## src/rtl/cache_types_pkg.sv

```systemverilog
// Types and widths shared by the L1 caches, the L2 arbiter and the L2 controller.
package cache_types_pkg;

  localparam int ADDR_W = 32;
  localparam int LINE_W = 256;

  typedef enum logic [1:0] {
    ARB_IDLE    = 2'd0,
    ARB_SERVE_I = 2'd1,
    ARB_SERVE_D = 2'd2,
    ARB_RELEASE = 2'd3
  } arb_state_e;

  typedef enum logic {
    REQ_I = 1'b0,
    REQ_D = 1'b1
  } requester_e;

endpackage

```

## src/rtl/l2_arbiter_if.sv

```systemverilog
// L1-side request/response and L2-side command signals seen by the L2 arbiter.
interface l2_arbiter_if #(
  parameter int ADDR_W = cache_types_pkg::ADDR_W,
  parameter int LINE_W = cache_types_pkg::LINE_W
);

  logic              i_read;
  logic [ADDR_W-1:0] i_addr;
  logic [LINE_W-1:0] i_rdata;
  logic              i_resp;
  logic              d_read;
  logic              d_write;
  logic [ADDR_W-1:0] d_addr;
  logic [LINE_W-1:0] d_wdata;
  logic [LINE_W-1:0] d_rdata;
  logic              d_resp;
  logic              l2_read;
  logic              l2_write;
  logic [ADDR_W-1:0] l2_addr;
  logic [LINE_W-1:0] l2_wdata;
  logic [LINE_W-1:0] l2_rdata;
  logic              l2_resp;

  // arbiter view
  modport slave (
    input  i_read, i_addr, d_read, d_write, d_addr, d_wdata, l2_rdata, l2_resp,
    output i_rdata, i_resp, d_rdata, d_resp, l2_read, l2_write, l2_addr, l2_wdata
  );

  // requester / L2 view
  modport master (
    output i_read, i_addr, d_read, d_write, d_addr, d_wdata, l2_rdata, l2_resp,
    input  i_rdata, i_resp, d_rdata, d_resp, l2_read, l2_write, l2_addr, l2_wdata
  );

endinterface

```

## src/rtl/l2_arbiter.sv

```systemverilog
// Round-robin arbiter giving the L1 I-cache and D-cache one-at-a-time access
// to the single CPU-side port of the L2 cache.
module l2_arbiter #(
  parameter int ADDR_W = cache_types_pkg::ADDR_W,
  parameter int LINE_W = cache_types_pkg::LINE_W
) (
  input  logic        clk,
  input  logic        rst,
  l2_arbiter_if.slave bus
);

  import cache_types_pkg::*;

  localparam logic [1:0] IDLE    = 2'(ARB_IDLE);
  localparam logic [1:0] SERVE_I = 2'(ARB_SERVE_I);
  localparam logic [1:0] SERVE_D = 2'(ARB_SERVE_D);
  localparam logic [1:0] RELEASE = 2'(ARB_RELEASE);

  logic [1:0]        state_r;
  logic [1:0]        state_s;
  requester_e        last_grant_r;
  requester_e        grant_s;
  logic              i_req_s;
  logic              d_req_s;
  logic              grant_vld_s;
  logic              i_resp_s;
  logic              d_resp_s;
  logic              l2_read_r;
  logic              l2_write_r;
  logic [ADDR_W-1:0] l2_addr_r;
  logic [LINE_W-1:0] l2_wdata_r;

  assign i_req_s     = bus.i_read;
  assign d_req_s     = bus.d_read | bus.d_write;
  assign grant_vld_s = (state_r == IDLE) && (i_req_s || d_req_s);

  // Round-robin pick: on a tie the side that was not granted last wins.
  always_comb begin
    grant_s = REQ_I;
    if (i_req_s && d_req_s) begin
      grant_s = (last_grant_r == REQ_I) ? REQ_D : REQ_I;
    end else if (d_req_s) begin
      grant_s = REQ_D;
    end else begin
      grant_s = REQ_I;
    end
  end

  // Next-state logic and same-cycle completion pulses.
  always_comb begin
    state_s  = state_r;
    i_resp_s = 1'b0;
    d_resp_s = 1'b0;
    case (state_r)
      IDLE: begin
        if (grant_vld_s) begin
          state_s = (grant_s == REQ_I) ? SERVE_I : SERVE_D;
        end else begin
          state_s = IDLE;
        end
      end
      SERVE_I: begin
        if (bus.l2_resp) begin
          i_resp_s = 1'b1;
          state_s  = RELEASE;
        end else begin
          state_s = SERVE_I;
        end
      end
      SERVE_D: begin
        if (bus.l2_resp) begin
          d_resp_s = 1'b1;
          state_s  = RELEASE;
        end else begin
          state_s = SERVE_D;
        end
      end
      RELEASE: state_s = IDLE;
      default: state_s = IDLE;
    endcase
  end

  // State and round-robin history registers.
  always_ff @(posedge clk or negedge rst) begin
    if (!rst) begin
      state_r      <= IDLE;
      last_grant_r <= REQ_D;
    end else begin
      state_r <= state_s;
      if (grant_vld_s) begin
        last_grant_r <= grant_s;
      end
    end
  end

  // L2 command registers: load on grant, hold through service, clear on completion.
  always_ff @(posedge clk or negedge rst) begin
    if (!rst) begin
      l2_read_r  <= 1'b0;
      l2_write_r <= 1'b0;
      l2_addr_r  <= {ADDR_W{1'b0}};
      l2_wdata_r <= {LINE_W{1'b0}};
    end else if (grant_vld_s) begin
      if (grant_s == REQ_I) begin
        l2_read_r  <= 1'b1;
        l2_write_r <= 1'b0;
        l2_addr_r  <= bus.i_addr;
      end else begin
        // a simultaneous read+write from the D-cache is taken as a writeback
        l2_read_r  <= ~bus.d_write;
        l2_write_r <= bus.d_write;
        l2_addr_r  <= bus.d_addr;
        l2_wdata_r <= bus.d_wdata;
      end
    end else if (i_resp_s || d_resp_s) begin
      l2_read_r  <= 1'b0;
      l2_write_r <= 1'b0;
    end
  end

  assign bus.l2_read  = l2_read_r;
  assign bus.l2_write = l2_write_r;
  assign bus.l2_addr  = l2_addr_r;
  assign bus.l2_wdata = l2_wdata_r;
  assign bus.i_resp   = i_resp_s;
  assign bus.d_resp   = d_resp_s;
  assign bus.i_rdata  = bus.l2_rdata;
  assign bus.d_rdata  = bus.l2_rdata;

endmodule

```

## src/flat_wrapper.sv

```systemverilog
// flat-port wrapper written by rule: the top's interface ports become plain ports
module l2_arbiter_flat import cache_types_pkg::*;
#(
  parameter int ADDR_W = cache_types_pkg::ADDR_W,
  parameter int LINE_W = cache_types_pkg::LINE_W
)
  (clk, rst, bus_i_read, bus_i_addr, bus_d_read, bus_d_write, bus_d_addr, bus_d_wdata, bus_l2_rdata, bus_l2_resp, bus_i_rdata, bus_i_resp, bus_d_rdata, bus_d_resp, bus_l2_read, bus_l2_write, bus_l2_addr, bus_l2_wdata);
  l2_arbiter_if #(.ADDR_W(ADDR_W), .LINE_W(LINE_W)) bus_i ();
  input  logic clk;
  input  logic rst;
  input wire logic [$bits(bus_i.i_read)-1:0] bus_i_read;
  input wire logic [$bits(bus_i.i_addr)-1:0] bus_i_addr;
  input wire logic [$bits(bus_i.d_read)-1:0] bus_d_read;
  input wire logic [$bits(bus_i.d_write)-1:0] bus_d_write;
  input wire logic [$bits(bus_i.d_addr)-1:0] bus_d_addr;
  input wire logic [$bits(bus_i.d_wdata)-1:0] bus_d_wdata;
  input wire logic [$bits(bus_i.l2_rdata)-1:0] bus_l2_rdata;
  input wire logic [$bits(bus_i.l2_resp)-1:0] bus_l2_resp;
  output wire logic [$bits(bus_i.i_rdata)-1:0] bus_i_rdata;
  output wire logic [$bits(bus_i.i_resp)-1:0] bus_i_resp;
  output wire logic [$bits(bus_i.d_rdata)-1:0] bus_d_rdata;
  output wire logic [$bits(bus_i.d_resp)-1:0] bus_d_resp;
  output wire logic [$bits(bus_i.l2_read)-1:0] bus_l2_read;
  output wire logic [$bits(bus_i.l2_write)-1:0] bus_l2_write;
  output wire logic [$bits(bus_i.l2_addr)-1:0] bus_l2_addr;
  output wire logic [$bits(bus_i.l2_wdata)-1:0] bus_l2_wdata;
  assign bus_i.i_read = bus_i_read;
  assign bus_i.i_addr = bus_i_addr;
  assign bus_i.d_read = bus_d_read;
  assign bus_i.d_write = bus_d_write;
  assign bus_i.d_addr = bus_d_addr;
  assign bus_i.d_wdata = bus_d_wdata;
  assign bus_i.l2_rdata = bus_l2_rdata;
  assign bus_i.l2_resp = bus_l2_resp;
  assign bus_i_rdata = bus_i.i_rdata;
  assign bus_i_resp = bus_i.i_resp;
  assign bus_d_rdata = bus_i.d_rdata;
  assign bus_d_resp = bus_i.d_resp;
  assign bus_l2_read = bus_i.l2_read;
  assign bus_l2_write = bus_i.l2_write;
  assign bus_l2_addr = bus_i.l2_addr;
  assign bus_l2_wdata = bus_i.l2_wdata;
  l2_arbiter #(.ADDR_W(ADDR_W), .LINE_W(LINE_W)) u_core (.clk(clk), .rst(rst), .bus(bus_i));
endmodule
```

## config.mk

```make
export PLATFORM = sky130hd
export DESIGN_NAME = l2_arbiter_flat
export DESIGN_NICKNAME = d
export VERILOG_FILES = /design/src/rtl/cache_types_pkg.sv /design/src/rtl/l2_arbiter_if.sv /design/src/rtl/l2_arbiter.sv /design/src/flat_wrapper.sv
export SDC_FILE = /design/constraint.sdc
export NUM_CORES = 1
export LEC_CHECK = 0
export ABC_CLOCK_PERIOD_IN_PS = 2700
export CORE_AREA = 2 2 535 537
export CTS_CLUSTER_SIZE = 20
export DETAILED_ROUTE_END_ITERATION = 12
export DIE_AREA = 0 0 537 539
export PLACE_DENSITY = 0.3
export SLEW_MARGIN = 20
export SYNTH_ARGS = -nofsm -noshare
export SYNTH_HDL_FRONTEND = slang
export SYNTH_SLANG_ARGS = --single-unit
export TNS_END_PERCENT = 20
```

## constraint.sdc

```tcl
create_clock -name clk -period 2.7 [get_ports clk]
set_clock_uncertainty 0.05 [all_clocks]
set_input_delay 0.27 -clock clk [delete_from_list [all_inputs] [get_ports clk]]
set_output_delay 0.27 -clock clk [all_outputs]
set_load 0.02 [all_outputs]
```

==> qor.yml <==
status:
  status: "finished clean"
route:
  vias: 9988
  route.detailed.wl_per_inst_um: 24.4
  drc: 0
  vias_per_cell: 1.95
  ant_nets: 0
  dr.first_iter.drc_count: 367
  routed_wl_mm: 125
  firstDrtPassIters: 5
floorplan:
  ios: 1386
  rows: 196
  die_y_um: 539
  initial_core_util: 0.0564
  fp.dieW_um: 537
  core-area_mm2: 0.284
  die_area_mm2: 0.289
worst_setup_path:
  max_stage_delay_ns: 1.04
  path_max_fanout: 2
  critPathKind: "flip-flop to output pin"
  r2r_cells: 5
  crit_path_end_kind: "output pin"
  cp-startpoint: "u_core.bus.l2_addr[13]"
  r2r_slack_ns: 0.74
  worstReg2RegStart: "u_core.state_r[1]"
  cp_slowest_cell: "clkdlybuf4s50_1"
  critPathLaunchType: "flip-flop"
  worstPathArrival_ns: 2.10
  path_cells: "clkdlybuf4s50_1"
  path_delay_family: "buffers and inverters"
  required_ns: 2.38
  cp_num_buf_inv: 1
  r2r-end: "u_core.bus.l2_wdata[229]"
clock_network:
  cts_tree: "built"
  clkTransAtPathRegs_ns: 0.06
  clk_latency_ns: 0.62
  cts_resized: 0
  htreeDepth: 2
  numCtsBuffers: 45
  cts_setup_buffers: 0
  cts.sinks: 293
  holdBufCountCts: 1
  clockBufferDepth: 3
  clockRootBuffer: "clkbuf_16"
timing:
  final.period_utilization: 0.898
  fin_crit_ns: 2.42
  worst_pin_slew_ns: 0.834
  setup_viol: 0
  max_freq_mhz: 413
  finalMaxSlewViolations: 0
  fin_setup_tns_ns: 0
  finalHoldViolCount: 0
  relSlewSlack: 0.442
  grt_setup_unrepaired: "no"
synth:
  ys_seq_area_frac: 0.458
  netlist_area_mm2: 0.0160
  ys_warn_count: 0
  synthTopCellsByArea: "dfrtp_1 46%, buf_4 24%, mux2_4 21%, mux2_2 2.7%, buf_8 2.1%"
  netlist_instances: 1189
  syn_area_per_cell_um2: 13.5
  synth_seq_cells: 293
  synth_top_area_cell: "dfrtp_1"
  synth.top_cell.area_share: 0.456
  yosysUniqueCellTypes: 25
  syn-num-nets: 1771
placement:
  gp_congestion: 0.698
  dpl.cell_count: 5048
  port_buffers: 617
  dp_hpwl_mm: 108
global_routing:
  grt_pass1_vias: 10491
  antenna_found_initial: 95
  grt_overflow: 0
  grt_max_degree: 62
  grt_pass1_wl_mm: 149
  gr-usage-all-layers: 0.0832
power:
  leakage_nw: 8.97
  switching_share: 0.418
  ir_worst_vdd_mv: 0.478
  p_per_area_mw_per_mm2: 1290
  clkPwrFrac: 0.195
  p_switching_mw: 13.2
  p_comb_frac: 0.545
  seqPwrFrac: 0.260
  power.internal_mw: 18.5
worst_hold_path:
  hp-class: "input port to asynchronous set/reset pin"
finish:
  fillCellCount: 32670
  drive_above_1_share: 0.280
  finalNonFillerCells: 5131
  fin_nets: 1916
  layout-area-overhead-vs-synth_pct: 53.5
run:
  max-cap-violations: 0
-- sequential cells by signal, indices dropped and copies added (netlist names) --
| signal | flops |
|---|---|
| u_core.bus.l2_read | 1 |
| u_core.last_grant_r | 1 |
| u_core.bus.l2_write | 1 |
| u_core.bus.l2_addr | 32 |
| u_core.bus.l2_wdata | 256 |
| u_core.state_r | 2 |
-- power by group through the flow --
| stage | clock network, mW | logic (mW) | registers (mW) |
|---|---|---|---|
| floorplan | 0 | 6.59 | 10.6 |
| global placement | 0 | 17.9 | 8.35 |
| detailed placement | 0 | 17.9 | 8.36 |
| CTS | 6.64 | 18.0 | 8.32 |
| global route | 6.72 | 18.6 | 8.58 |
| finish | 6.19 | 17.3 | 8.24 |
-- layout by cell type (no fill, tap or decap), types with 2 or more instances in the layout --
cell	n
mux2_2	38
clkbuf_16	45
bufinv_16	3
nor2_1	2
nand2_1	3
dfrtp_1	292
mux2_4	219
a221o_1	32
and3_1	33
buf_4	29
nor2b_1	2
clkdlybuf4s50_1	603
buf_12	18
and2_1	2
clkbuf_8	10
clkinv_2	6
clkbuf_1	7
or3_1	2
inv_6	2
clkinv_4	2
diode_2	5
-- cells in the mapped netlist --
cell type,instances
and3_1,33
mux2_2,38
o21ai_2,1
and2_1,2
a221o_1,32
buf_6,5
buf_8,22
xor2_1,1
a21o_1,1
or2_1,1
clkbuf_1,10
dfstp_2,1
nand2_1,3
and2_4,1
buf_2,5
o211a_1,1
a21boi_0,1
buf_4,512
nor2b_1,2
a211oi_4,1
nor2_1,2
mux2_4,219
a31o_2,1
dfrtp_1,292
or3_1,2
-- worst max-delay path by stage --
| stage | endpoint | slack [ns] | cells after the start |
|---|---|---|---|
| after floorplan | u_core.bus.l2_wdata[100] | 0.92 | 6 |
| after global placement | u_core.bus.l2_addr[13] | 0.25 | 6 |
| after detailed placement | u_core.bus.l2_addr[26] | 0.31 | 6 |
| after CTS | bus_l2_addr[26] | 0.14 | 1 |
| after global routing | bus_i_resp | 0.16 | 3 |
| final | bus_l2_addr[13] | 0.28 | 1 |
-- kinds of logic after synthesis --
family	Yosys count	synth area share
muxes	257	0.232
xor gates and xnor gates	1	0.000547
buffers and inverters	554	0.268
and+or+nand+nor	46	0.0173
AOI/OAI and AO/OA	38	0.0239
DFF	293	0.458
-- through the flow --
step	worst slack, ns	util	cell area [µm²]	hold slack (ns)	power (mW)
after floorplan	0.919	-	16000	-0.0756	17.2
after global placement	0.247	0.0812	23100	0.256	26.3
after detailed placement	0.311	0.0812	23100	0.251	26.3
after CTS	0.139	0.0865	24600	0.0287	32.9
after global routing	0.159	0.0865	24600	0.0788	33.9
final	0.276	0.0865	24600	0.119	31.7
-- metal layers --
| metal | vias up | GRT usage | routed length [µm] |
|---|---|---|---|
| met5 | - | 0.00600 | 311 |
| met4 | 18 | 0.0281 | 5090 |
| met3 | 395 | 0.0683 | 23000 |
| met2 | 1104 | 0.125 | 52000 |
| met1 | 4664 | 0.0852 | 44600 |
| li1 | 3807 | - | - |
-- layout make-up --
type / instances / area (µm²) / share of cell area
antenna: 5 / 12.5 / 0.000509
clock buffer: 62 / 1290 / 0.0525
timing repair buffer: 652 / 6640 / 0.270
sequential: 293 / 7330 / 0.298
tap: 3762 / 4710 / 0.192
multi-input combinational: 342 / 4390 / 0.179
clock inverter: 15 / 201 / 0.00820
Power figures use the tool's default switching activity.
